<file path="src/rtl/operand_collector_unit.sv">
// One operand-collector unit: latches an issued instruction, requests up to four
// source operands from the bank arbiter, gathers the returned data and dispatches it.
module operand_collector_unit #(
  parameter int NUM_BANK      = 4,
  parameter int DEPTH_BANK    = 2,
  parameter int WID_W         = 3,
  parameter int REG_IDX_W     = 5,
  parameter int DEPTH_REGBANK = WID_W + REG_IDX_W - DEPTH_BANK,
  parameter int DATA_W        = 32
) (
  input  logic                       clk,
  input  logic                       rst,
  input  logic                       in_valid,
  output logic                       in_ready,
  input  logic [WID_W-1:0]           in_wid,
  input  logic [4*REG_IDX_W-1:0]     in_rs_idx,
  input  logic [7:0]                 in_rs_type,
  input  logic [DATA_W-1:0]          in_imm,
  output logic [3:0]                 arb_valid_o,
  output logic [4*DEPTH_BANK-1:0]    arb_bankID_o,
  output logic [7:0]                 arb_rsType_o,
  output logic [4*DEPTH_REGBANK-1:0] arb_rsAddr_o,
  input  logic [3:0]                 arb_grant_i,
  input  logic [3:0]                 rd_valid_i,
  input  logic [4*DATA_W-1:0]        rd_data_i,
  output logic                       out_valid,
  input  logic                       out_ready,
  output logic [WID_W-1:0]           out_wid,
  output logic [4*DATA_W-1:0]        out_data
);

  typedef enum logic [1:0] {
    CU_EMPTY    = 2'd0,
    CU_COLLECT  = 2'd1,
    CU_DISPATCH = 2'd2
  } cu_state_t;

  typedef enum logic [1:0] {
    OP_IDLE = 2'd0,
    OP_REQ  = 2'd1,
    OP_WAIT = 2'd2,
    OP_DONE = 2'd3
  } op_state_t;

  localparam logic [1:0] TYPE_IMM = 2'b11;

  // Registers are interleaved across banks by warp id so warps spread their traffic.
  function automatic logic [DEPTH_BANK-1:0] bank_of(
    input logic [DEPTH_BANK-1:0] idx_lo,
    input logic [DEPTH_BANK-1:0] wid_lo
  );
    return idx_lo + wid_lo;
  endfunction

  cu_state_t                cu_state_r;
  op_state_t                op_state_r [4];
  logic [WID_W-1:0]         wid_r;
  logic [DEPTH_BANK-1:0]    bank_r     [4];
  logic [DEPTH_REGBANK-1:0] addr_r     [4];
  logic [7:0]               type_r;
  logic [DATA_W-1:0]        imm_r;
  logic [DATA_W-1:0]        data_r     [4];

  logic in_ready_s;
  logic alloc_s;
  logic all_done_s;

  // Handshake decode and completion detect.
  always_comb begin
    in_ready_s = (cu_state_r == CU_EMPTY) ||
                 ((cu_state_r == CU_DISPATCH) && out_ready);
    alloc_s    = in_valid && in_ready_s;
    all_done_s = 1'b1;
    for (int k = 0; k < 4; k++) begin
      if (op_state_r[k] != OP_DONE) begin
        all_done_s = 1'b0;
      end else begin
        all_done_s = all_done_s;
      end
    end
  end

  // CU and per-operand state machines, request fields and operand data.
  always_ff @(posedge clk or posedge rst) begin
    if (rst) begin
      cu_state_r <= CU_EMPTY;
      wid_r      <= '0;
      type_r     <= 8'h00;
      imm_r      <= '0;
      for (int k = 0; k < 4; k++) begin
        op_state_r[k] <= OP_IDLE;
        bank_r[k]     <= '0;
        addr_r[k]     <= '0;
        data_r[k]     <= '0;
      end
    end else if (alloc_s) begin
      // Operands sit in IDLE for one cycle while the registered address fields settle.
      cu_state_r <= CU_COLLECT;
      wid_r      <= in_wid;
      type_r     <= in_rs_type;
      imm_r      <= in_imm;
      for (int k = 0; k < 4; k++) begin
        op_state_r[k] <= OP_IDLE;
        bank_r[k]     <= bank_of(in_rs_idx[k*REG_IDX_W +: DEPTH_BANK],
                                 in_wid[DEPTH_BANK-1:0]);
        addr_r[k]     <= {in_wid, in_rs_idx[k*REG_IDX_W+DEPTH_BANK +: REG_IDX_W-DEPTH_BANK]};
        data_r[k]     <= '0;
      end
    end else begin
      case (cu_state_r)
        CU_EMPTY: begin
          cu_state_r <= CU_EMPTY;
        end
        CU_COLLECT: begin
          if (all_done_s) begin
            cu_state_r <= CU_DISPATCH;
          end else begin
            cu_state_r <= CU_COLLECT;
          end
          for (int k = 0; k < 4; k++) begin
            case (op_state_r[k])
              OP_IDLE: begin
                if (type_r[2*k +: 2] == TYPE_IMM) begin
                  op_state_r[k] <= OP_DONE;
                  data_r[k]     <= imm_r;
                end else begin
                  op_state_r[k] <= OP_REQ;
                end
              end
              OP_REQ: begin
                if (arb_grant_i[k]) begin
                  op_state_r[k] <= OP_WAIT;
                end else begin
                  op_state_r[k] <= OP_REQ;
                end
              end
              OP_WAIT: begin
                if (rd_valid_i[k]) begin
                  op_state_r[k] <= OP_DONE;
                  data_r[k]     <= rd_data_i[k*DATA_W +: DATA_W];
                end else begin
                  op_state_r[k] <= OP_WAIT;
                end
              end
              OP_DONE: begin
                op_state_r[k] <= OP_DONE;
              end
              default: begin
                op_state_r[k] <= OP_IDLE;
              end
            endcase
          end
        end
        CU_DISPATCH: begin
          if (out_ready) begin
            cu_state_r <= CU_EMPTY;
            for (int k = 0; k < 4; k++) begin
              op_state_r[k] <= OP_IDLE;
            end
          end else begin
            cu_state_r <= CU_DISPATCH;
          end
        end
        default: begin
          cu_state_r <= CU_EMPTY;
        end
      endcase
    end
  end

  // Output packing from registered state only; no path from the grant inputs.
  always_comb begin
    in_ready     = in_ready_s;
    out_valid    = (cu_state_r == CU_DISPATCH);
    out_wid      = wid_r;
    arb_rsType_o = type_r;
    arb_valid_o  = 4'b0000;
    arb_bankID_o = '0;
    arb_rsAddr_o = '0;
    out_data     = '0;
    for (int k = 0; k < 4; k++) begin
      arb_valid_o[k]                             = (op_state_r[k] == OP_REQ);
      arb_bankID_o[k*DEPTH_BANK +: DEPTH_BANK]   = bank_r[k];
      arb_rsAddr_o[k*DEPTH_REGBANK +: DEPTH_REGBANK] = addr_r[k];
      out_data[k*DATA_W +: DATA_W]               = data_r[k];
    end
  end

endmodule

</file>
<file path="config.mk">
export PLATFORM = sky130hd
export DESIGN_NAME = operand_collector_unit
export DESIGN_NICKNAME = d
export VERILOG_FILES = /design/src/rtl/operand_collector_unit.sv
export SDC_FILE = /design/constraint.sdc
export NUM_CORES = 1
export LEC_CHECK = 0
export BUFFER_PORTS_ARGS = -buffer_cell sky130_fd_sc_hd__buf_2
export CAP_MARGIN = 20
export CORE_ASPECT_RATIO = 2
export CORE_MARGIN = 4
export CORE_UTILIZATION = 46
export DETAILED_ROUTE_END_ITERATION = 6
export GPL_ROUTABILITY_DRIVEN = 0
export GPL_TIMING_DRIVEN = 0
export PLACE_DENSITY = 0.8
export SYNTH_ARGS = -nofsm -noshare
export SYNTH_HDL_FRONTEND = slang
export SYNTH_SLANG_ARGS = --single-unit
</file>
<file path="constraint.sdc">
create_clock -name clk -period 6 [get_ports clk]
set_input_delay 0.3 -clock clk [delete_from_list [all_inputs] [get_ports clk]]
set_output_delay 0.3 -clock clk [all_outputs]
set_load 0.03 [all_outputs]
</file>
======== Word level (Yosys, flattened, before mapping) ========
Cells that the tools add are included.
operators by class
  shift-type cells ........................ 0
  bitwise gates (word level) .............. 0
  order comparisons ....................... 0
  equal/unequal tests ..................... 31
  add/subtract/negate cells ............... 4
  reduce and logical (&&, ||, !) cells .... 19
  multiply operators ...................... 0
  divide/modulo/power cells ............... 0
  muxes and demuxes ....................... 41
operator list
  kind                                                   count
  2-to-1 mux 128 bit                                     2
  2-to-1 mux 32 bit                                      8
  case mux 32 bit (2 select lines)                       4
  case mux 2 bit (4 select lines)                        4
  == test 2 bit, second input constant                   13
  inequality test 3 bit, second input constant           8
  2-to-1 mux 2 bit                                       11
  2-to-1 mux 8 bit                                       2
  case mux 8 bit (2 select lines)                        1
  AND reduction 4 bit                                    4
  nonzero test 3 bit                                     5
  == test 2 x 1 -> 1 bit, second input constant          5
  zero test 2 bit                                        5
  adder 2 bit                                            4
  2-to-1 mux 1 bit                                       8
  inequality test 2 bit, second input constant           4
  case mux 2 bit (2 select lines)                        1
  inequality test 3 x 1 -> 1 bit, second input constant  1
  logical AND 1 bit                                      2
  AND reduction 2 bit                                    1
  nonzero test 2 bit                                     1
  logical OR 1 bit                                       1
word-level totals
  output and inout bits ................... 177
  RAM bits ................................ 0
  memories ................................ 0
  input port bits ......................... 203
  logic and storage cells ................. 115
  bits in latches ......................... 0
  register bits ........................... 213
  ROM bits ................................ 0

======== Longest topological paths before layout ========
Gate-level depths: netlist of run 1.
  depth in word-level cells ............... 8
  depth in mapped cells ................... 9
  depth with buffers taken out ............ 5

======== Worst setup path before layout of run 1 ========
No wires, ideal clock.
  kind .................................... register -> register
  from .................................... register cu_state_r[0]
  to ...................................... register bank_r (netlist bit arb_bankID_o[1])
  arrival time ............................ 1.982 ns
  library setup time ...................... 0.125 ns
  cell stages (with the launch flop) ...... 8
  clock period less this slack ............ 2.108 ns
  setup slack ............................. 3.892 ns
  data required time ...................... 5.875 ns
  path buffers ............................ 2
  cells stage by stage .................... dfrtp_1 -> inv_1 -> ha_1 -> a21o_1 -> and2_4 -> buf_6 -> buf_6 -> mux2_4
between the ends
  longest elaborated chain between the ends .. 4
  elaborated cells on any way between the ends .. 5
  classes of those cells .................. eq/ne (1); reduce/logical (4)
ends and longest elaborated chain
  item                            line  source
  start: declaration              55    cu_state_t cu_state_r;
  start signal: assignment        86    cu_state_r <= CU_EMPTY;
  start signal: assignment        98    cu_state_r <= CU_COLLECT;
  start signal: assignment        112   cu_state_r <= CU_EMPTY;
  == test 2 bit                   n/a
  via out_valid                   26    output logic out_valid,
  logical AND 1 bit               71    ((cu_state_r == CU_DISPATCH) && out_ready);
  logical OR 1 bit                70    in_ready_s = (cu_state_r == CU_EMPTY) ||
  via in_ready                    14    output logic in_ready,
  logical AND 1 bit               72    alloc_s = in_valid && in_ready_s;
  end signal: indexed assignment  104   bank_r[k] <= bank_of(in_rs_idx[k*REG_IDX_W +: DEPTH_BANK],
  end: declaration                58    logic [DEPTH_BANK-1:0] bank_r [4];
The timed path passes the listed nets, and every way through them passes these cells.
A chain may end at the register's enable or synchronous reset.

======== Worst setup path after layout of run 1 ========
  from .................................... register cu_state_r[1]
  to ...................................... register data_r (netlist bit out_data[34])
between the ends
  longest elaborated chain between the ends .. 6
  elaborated cells on any way between the ends .. 12
  classes of those cells .................. eq/ne (4); mux (1); reduce/logical (7)
ends and longest elaborated chain
  item                                                           line  source
  == test 2 bit                                                  71
  logical AND 1 bit                                              71
  logical OR 1 bit                                               70
  logical AND 1 bit                                              72
  inequality test 3 bit (no line), or another cell as far along  n/a
  AND reduction 4 bit (no line)                                  n/a
  end signal: indexed assignment                                 125   data_r[k] <= imm_r;
  end signal: indexed assignment                                 140   data_r[k] <= rd_data_i[k*DATA_W +: DATA_W];
  end: declaration                                               62    logic [DATA_W-1:0] data_r [4];
Parallel ways exist; a longest one is shown, timed or not.

==> results by stage, run 1 <==
Outcome:
- The flow ran to the end, and the final reports show no timing, DRC or antenna violations.

Worst setup path:
- In this run the worst path has a maximum fanout of 10.
- The worst register-to-register path begins at cu_state_r[1].
- STA classifies the critical path startpoint as a register.
- The count of buffer and inverter cells on the critical path is 3.
- Traced cell by cell, the critical path runs through inv_1 -> ha_1 -> nand2b_1 -> clkbuf_1 -> a21o_1 -> buf_2 -> a221oi_2.
- The worst endpoint data arrival time is 2660 ps.
- The critical path endpoint category is a register.
- The data required time of the critical path is between 6000 and 7000 ps.
- The slack of the worst reg-to-reg path is ~3700 ps.
- The logic depth of the worst register-to-register path is 7.
- The kind of cell adding the most delay to the critical path is buffers and inverters.
- The reg-to-reg endpoint is out_data[34].
- The slowest cell on the critical path is clkbuf_1.
- The worst setup path category is reg2reg.
- The largest single stage delay on the critical path is approximately 450 ps.

STA:
- The worst setup slack after layout is 3720 ps.
- The minimum clock period after layout is approximately 2300 ps.
- The tightest hold path in the finished design has a slack of ~19 ps.
- The headroom to the max-slew limit is 50.7%.
- The number of hold violations in the final report is 0.
- The actual transition at the worst max-transition pin is between 700 and 800 ps.
- Setup repair after global routing left no endpoint under its margin.
- Based on the critical path, the design can be clocked at up to 0.438 GHz.
- The count of pins over their slew limit is 0.
- The final-report setup violation count is 0.
- The final worst clock skew is between 15 and 20 ps.
- After layout, the worst path uses between 30% and 40% of the clock period.

Clock tree:
- The CTS tree is done.
- No sink is reached through more buffers than the 3 on the longest clock path.
- Clock tree synthesis inserted a total of 20 buffers.
- The latest clock arrival within the worst-skew pair is 510 ps.
- The root buffer cell chosen for the clock tree is clkbuf_16.
- The count of cells resized by post-cts repair is 0.
- The post-CTS repair timing setup buffer count is 0.
- After clock tree synthesis, the clock-pin slew on the worst setup and hold paths is ~70 ps.
- CTS saw approximately 200 sinks.
- The level count of the clock H-tree is 1.

Power and ir drop:
- The worst IR drop on VDD is between 0.4 and 0.5 mV.
- The areal power density over the cells is 646 nW/um^2.
- In this run the static leakage power is approximately 6.3 nW.
- Power comes to between 8 and 9 mW.

Floorplan:
- The effective utilization at floorplan is between 40% and 50%.
- The die extent in x is around 110 um.
- The core region is 22,300 um^2.
- The number of core rows is between 70 and 80.
- For this design the top-level I/O count stands at 380.
- The floorplan step set the die height to 222 um.
- The die covers approximately 25,000 um^2.

Global routing:
- The number of global-route vias before repair is 10,600.
- The pin count of the biggest net entering global routing is around 110.
- The number of antenna violations at the first check in global routing was 14.
- The remaining global-route overflow is 0.
- The global routing usage summed across all routing layers is 30.9%.
- The first global-routing pass estimated roughly 60 mm of wire.

Min path:
- The hold-critical path endpoint is imm_r[18].
- The path class of the tightest hold or removal check is in2reg.
- The worst hold path cell count is 2.
- The startpoint identified for the worst hold timing path is in_imm[18].

Synthesis:
- The cell count after synthesis is just under 1,000.
- The dominant cell type by area after synthesis is dfrtp_1.
- The number of unique standard cell types used by synthesis is 29.
- By area the synthesized netlist is led by dfrtp_1 (48%), a221oi_2 (14%), a21oi_1 (6.3%), o21ai_0 (6.1%), inv_1 (4.9%).
- After synthesis, flip-flops and latches occupy between 40% and 50% of the total area.
- The mean post-synth cell area is around 11 um^2.
- The Yosys step of the flow raised 0 warnings.
- The proportion of netlist area held by the largest area contributor is roughly 48%.
- The mapped netlist covers ~10,000 um^2.
- Synthesis produced a netlist with a net count of ~1,200.
- The synthesized flop and latch total is approximately 200.

Routing:
- Detailed routing inserted a total of 9,789 vias.
- The length of the first detailed-routing pass in iterations is 7.
- The detailed-route DRC error count is 0.
- The first routing iteration left around 760 violations.
- In the routed layout, each cell is associated on average with a via count of 5.85.
- The number of nets with antenna violations after routing is 0.
- The per-cell routed wire length is 23.9 um.
- The routed wire length is 40.1 mm.

Placed design:
- Buffers placed on the I/O ports in this run total 377.
- Summing all placed instances gives a cell area of about 13,000 um^2.
- Detailed placement ended at an HPWL of 30.0 mm.
- Prior to clock tree synthesis, the placed netlist has a worst setup slack of about 3700 ps.

Layout:
- Relative to the synthesized area, the layout overhead comes to 29.2%.
- With fillers left out, the area of the finished cells amounts to about 14,000 um^2.
- The number of nets in the layout is ~1,600.
- Cells with a size suffix above 1 make up 44.2% of the layout.
- The filler cells instantiated in the layout total 1,847.

Flow run:
- The max capacitance violation total is 0.
-- power by group --
part	switching, mW	leakage (nW)	internal, mW
Sequential	0.592	2.57	2.00
Combinational	3.16	3.39	1.64
Clock	0.567	0.343	0.792
Total	4.32	6.31	4.43
-- placed cells by master, fill, tap and decap left out, types with 4 or more instances in the layout --
master	count
clkbuf_1	55
o21ai_0	128
nand2_1	12
buf_4	13
clkbuf_16	21
buf_2	391
nand3b_1	8
nand2b_1	9
o21a_1	4
diode_2	13
a31oi_1	4
nor2b_1	5
inv_1	136
ha_1	7
xnor2_1	8
a221oi_1	32
dfrtp_1	201
mux2_4	10
a21oi_1	132
dlygate4sd3_1	5
mux2_1	12
a21o_1	5
clkbuf_8	5
mux2_2	41
buf_6	19
a221oi_2	100
-- kinds of logic after synthesis --
logic type / count (synthesis) / share of synthesized area, %
flip-flops: 201 / 48.0
AO/OA/AOI/OAI: 412 / 30.8
adder cells (fa/ha/maj): 7 / 0.835
buffers and inverters: 237 / 10.5
multiplexers: 63 / 7.12
AND/OR/NAND/NOR: 38 / 2.10
XOR/XNOR: 8 / 0.668
-- repair_timing --
item,4_1_cts,5_1_grt
hold endpoints to repair,101,0
setup endpoints to repair,0,0
hold buffers,5,0
-- synthesized netlist by cell type, drive strengths merged --
master / n
nand2b: 9
and3: 1
nand3b: 8
nand4: 2
a21oi: 132
a221oi: 132
ha: 7
buf: 46
o21a: 4
and2: 1
a221o: 2
nand2: 12
a21o: 5
a31oi: 4
inv: 137
nor2b: 5
o21ai: 128
o32ai: 1
clkbuf: 54
a22oi: 1
dfrtp: 201
xnor2: 8
mux2: 63
o211ai: 3
-- per-stage QoR --
stage / setup TNS (ps) / instances / utilization [%]
global placement: -441070 / 1619 / 57.2
finish: 0 / 1674 / 60.9
global route: 0 / 1673 / 60.9
detailed placement: 0 / 1620 / 57.3
floorplan: 0 / 966 / -
CTS: 0 / 1661 / 60.7
-- how the worst max path moves through the flow --
stage	start	end	slack [ps]	cells past startpoint
finish	cu_state_r[1]	out_data[34]	3720	7
global route	cu_state_r[1]	out_data[34]	3640	7
CTS	cu_state_r[1]	out_data[34]	3730	7
detailed placement	cu_state_r[1]	out_data[34]	3740	7
global placement	rst	out_data[96]	-2210	2
floorplan	rst	arb_bankID_o[0]	220	1
-- area by class of cell --
class	instances	area [um^2]	area share (%)
repair buffers	383	1960	14.5
flip-flops and latches	201	5030	37.1
clock inverters	9	114	0.840
diodes	13	32.5	0.240
clock buffers	27	598	4.41
inverters	137	522	3.85
plain buffers	100	584	4.31
multi-input cells	528	4360	32.2
well taps	276	345	2.55
-- per-layer routing --
layer / routed length (um) / track usage [%] / vias up
met3: 2690 / 5.27 / 170
met5: 24 / 0 / -
met2: 21100 / 55.1 / 543
met1: 13400 / 33.0 / 4764
met4: 2870 / 19.2 / 4
li1: - / - / 4308
-- flip-flops by register name (all words and copies together), names as in the netlist --
signal and count:
out_data 128, imm_r 32, arb_rsAddr_o 12, arb_bankID_o 8, arb_rsType_o 8, op_state_r 8
out_wid 3, cu_state_r 2
(Power assumes the default switching activity.)
==> run 2: changes to the inputs <==
ABC_AREA = 1   (was unset)
clock period = 2 ns   (was 6 ns; I/O delays follow)
==> run 2 against run 1 <==
Net effect: maximum frequency up 21%; cell count grew 38%; non-clock buffer count rose by 210; critical endpoint is now out_wid[1]; largest cell class unchanged; highest routed layer is now met4.
==> results by stage, run 2 <==
Routing:
- The number of nets with antenna violations after routing was 0 (unchanged).
- The count of routing violations after the opening detailed-route iteration is 1,711 (+130%).
- The length of the first detailed-routing pass in iterations is 6 (-1).
- The total via count in the routed design is 13,300 (+36%).
- The per-cell routed wire length came to 21.6 um (-9.9%).
- The detailed-route DRC error count came to 0 (unchanged).
- The routed wire length is 49.8 mm (+24%).
- The average vias per placed instance is 5.76 (-1.5%).

Synthesis:
- Among all cell types in the netlist, the one instantiated most often is nand2_1.
- The number of unique standard cell types used by synthesis was 25 (-14%).
- The sequential area share after synthesis is 47.6% (-0.33 points).
- The proportion of netlist area held by the largest area contributor is 47.6% (-0.33 points).
- The cell area after synthesis is 10,600 um^2 (+0.69%).
- After synthesis, the cell types taking the most area are dfrtp_1 (48%), nand2_1 (23%), nand3_1 (17%), buf_2 (2.2%), buf_6 (2.0%).
- The number of synthesized flops with an enable pin is 0 (unchanged).
- The mean post-synth cell area is 7.46 um^2 (-31%).
- The synthesized flop and latch total is 201 (unchanged).
- The synthesized design spends more area on one cell type than any other, namely dfrtp_1.
- The number of nets produced by synthesis is 1,625 (+38%).
- The main flop type after synthesis is dfrtp_1.
- The cell count after synthesis is 1,415 (+46%).
- The async set or reset register ratio after synthesis was 100% (unchanged).
- The total of warnings raised by yosys was 0 (unchanged).
- Counting instances in the post-synthesis netlist gives the leading cell types as nand2_1 (637), nand3_1 (366), dfrtp_1 (201).

Clock tree:
- The largest buffer count on any clock path is 3 (unchanged).
- The post-CTS repair timing setup buffer count is 0 (unchanged).
- The CTS buffer count is 19 (-5.0%).
- TritonCTS built the clock tree.
- The number of clock sinks seen by CTS came to 201 (unchanged).
- The level count of the clock H-tree was 1 (unchanged).
- The cell sitting at the root of the clock tree is a clkbuf_16.
- The register clock-pin slew on the reported worst setup and hold paths was 60 ps (about the same).
- The latest clock arrival within the worst-skew pair is 500 ps (about the same).

Layout:
- The number of nets in the layout is 2,222 (+41%).
- The flip-flop count of the largest register after layout is 128 (unchanged).
- The fraction of final layout cells sized beyond drive strength 1 was 25.9% (-18 points).
- The commonest non-fill, non-tap cell in the layout is nand2_1.
- The signed area change from the synthesized netlist to the final layout is 46.6%.
- The number of filler instances in the final layout is 1,705 (-7.7%).
- The top cell types in the final layout, fill and taps aside, are nand2_1 (637), buf_2 (423), nand3_1 (366), dfrtp_1 (201), dlygate4sd3_1 (193).

Global routing:
- The number of global-route vias before repair is 13,800 (+30%).
- The number of antenna violations at the first check in global routing is 4 (-10).
- The remaining global-route overflow was 0 (unchanged).
- The global routing usage summed across all routing layers is 38.2% (+7.3 points).
- The pin count of the biggest net entering global routing was 44 (-58%).
- The met3 usage is 6.41% (+1.1 points).
- The most utilized layer in the global route result is met2.
- The global-route wire length before repair is 75.2 mm (+24%).
- The global-route track usage on met2 is 65.1% (+10 points).
- The met1 layer usage reported by global route came to 39.7% (+6.7 points).

Flow run:
- The max capacitance violation total is 0 (unchanged).

Power and ir drop:
- The fraction of power consumed by combinational cells came to 53.5% (-1.4 points).
- The worst IR drop on VDD is 1.14 mV (+130%).
- The switching share of total power is 52.4% (+3.0 points).
- The power consumption is 25.1 mW (+190%).
- The power share of the sequential group is 31.5% (+1.9 points).
- The areal power density over the cells came to 1620 nW/um^2 (+150%).
- The reported net switching power is 13.1 mW (+200%).
- The clock network power share is 15.0% (-0.5 points).
- The standby leakage power is 8.99 nW (+42%).
- The internal portion of total power was 12.0 mW (+170%).

Placed design:
- The detailed-placement wirelength estimate is 32.5 mm (+8.4%).
- The port buffer count is 378 (+0.27%).

Floorplan:
- The number of core rows was 78 (+1.3%).
- The floorplan die area is 25,600 um^2 (+0.65%).
- The core area is 22,600 um^2 (+1.7%).
- The height of the die is 222 um (+0.33%).
- The count of pins on the block boundary is 380 (unchanged).
- The die extent in x is 115 um (+0.32%).
- The effective utilization at floorplan is 46.6% (-0.48 points).

Worst setup path:
- The largest driver fanout on the critical path was 10 (unchanged).
- The critical path endpoint category is a register.
- The launch point of the worst reg-to-reg path is cu_state_r[0].
- The critical path is of the reg2reg type.
- The slack of the worst reg-to-reg path is 110 ps (-3610 ps).
- The worst endpoint data arrival time is 2330 ps (-330 ps).
- The most critical setup path has its startpoint at cu_state_r[0].
- The launching element type of the critical path is a register.
- The data required time of the critical path is 2430 ps (-3950 ps).

STA:
- The total negative slack came to 0 ps (unchanged).
- Setup repair after global routing left no endpoint under its margin.
- The number of hold violations in the final report is 0 (unchanged).
- The count of pins over their slew limit is 0 (unchanged).
- The final worst clock skew came to 10.8 ps (-4.61 ps).
- The final-report setup violation count is 0 (unchanged).
- The period utilization came to 94.6% (+56 points).
- The headroom to the max-slew limit is 64.2% (+13 points).
- The actual transition at the worst max-transition pin is 536 ps (-202 ps).
- The minimum clock period after layout is 1890 ps (-393 ps).
- The achievable frequency is 0.529 GHz (+21%).

Min path:
- In this run the worst hold path is classified as in2reg.
- The worst hold path begins at rd_data_i[68].

Outcome:
- The flow ran to the end, and the final reports show no timing, DRC or antenna violations.
==> run 2: cell types whose count changed in the layout (fill, tap and decap cells not counted), moves of 41 or more <==
cell | before | now
nand2_1 | 12 | 637
nand3_1 | 0 | 366
dlygate4sd3_1 | 5 | 193
a21oi_1 | 132 | 5
o21ai_0 | 128 | 9
inv_1 | 136 | 22
a221oi_2 | 100 | 0
mux2_2 | 41 | 0
==> run 2: repair_timing <==
action	4_1_cts	5_1_grt
gates resized for setup	1	6
setup endpoints to repair	6	34
hold buffers	193	0
hold endpoints to repair	317	0
==> run 2: critical path, cell delays in order, from the launching register on <==
cell	delay, ps
dfrtp_1	400
inv_1	90
ha_2	230
nand2_2	90
nand2_2	110
nand2_2	80
inv_2	80
buf_4	220
buf_2	310
nand2_1	130
nand2_1	80
==> run 2: cells by family after synthesis <==
family	synth area share [%]
compound gates	0.663
xor+xnor	0.663
fa+ha+maj	0.829
buf+inv	7.90
flops	47.6
simple gates	42.3
==> run 2: layout make-up <==
cell class                 instances  area (um^2)  area share, %
tap                              280          350           2.26
timing repair buffer             576         3920           25.4
clock buffer                      27          546           3.52
buffer                           117          729           4.71
clock inverter                     3         65.1          0.420
antenna                            6         15.0         0.0970
sequential                       201         5030           32.5
multi-input combinational       1068         4710           30.4
inverter                          29          113          0.728
==> run 2: final timing paths <==
kind                                    to  depth (start not counted)
min in group asynchronous        imm_r[10]                          3
max in group asynchronous  arb_bankID_o[6]                          5
setup reg to reg                out_wid[1]                         10
hold reg to reg            arb_rsAddr_o[0]                          2
setup / recovery                out_wid[1]                         10
hold / removal                out_data[68]                          5
==> run 2: power groups by stage <==
stage                     combinational (mW)  sequential [mW]  clock, mW
final                                   13.4             7.91       3.77
after global routing                    14.5             7.98       3.91
after CTS                               13.0             7.75       3.78
after detailed placement                12.6             7.80          0
after global placement                  12.3             7.77          0
after floorplan                         6.07             9.74          0
==> run 2: through the flow <==
| stage | setup WS, ps | cells | area (um^2) | hold slack [ps] | utilization, % |
|---|---|---|---|---|---|
| after detailed placement | -29.5 | 2078 | 12900 | 91.7 | 57.0 |
| after global placement | -1930 | 2073 | 12800 | 292 | 56.6 |
| after global routing | 31.4 | 2304 | 15500 | 47.1 | 68.3 |
| after CTS | 41.9 | 2301 | 15500 | 3.58 | 68.2 |
| final | 109 | 2307 | 15500 | 19.7 | 68.4 |
| after floorplan | -702 | 1415 | 10600 | 210 | - |
==> run 2: per-layer routing <==
metal	wire, um	vias to the layer above	part of all wire [%]
met5	0	-	0
met4	5570	0	11
met3	4120	383	8.3
met2	24500	1111	49
met1	15500	6040	31
li1	-	5752	-
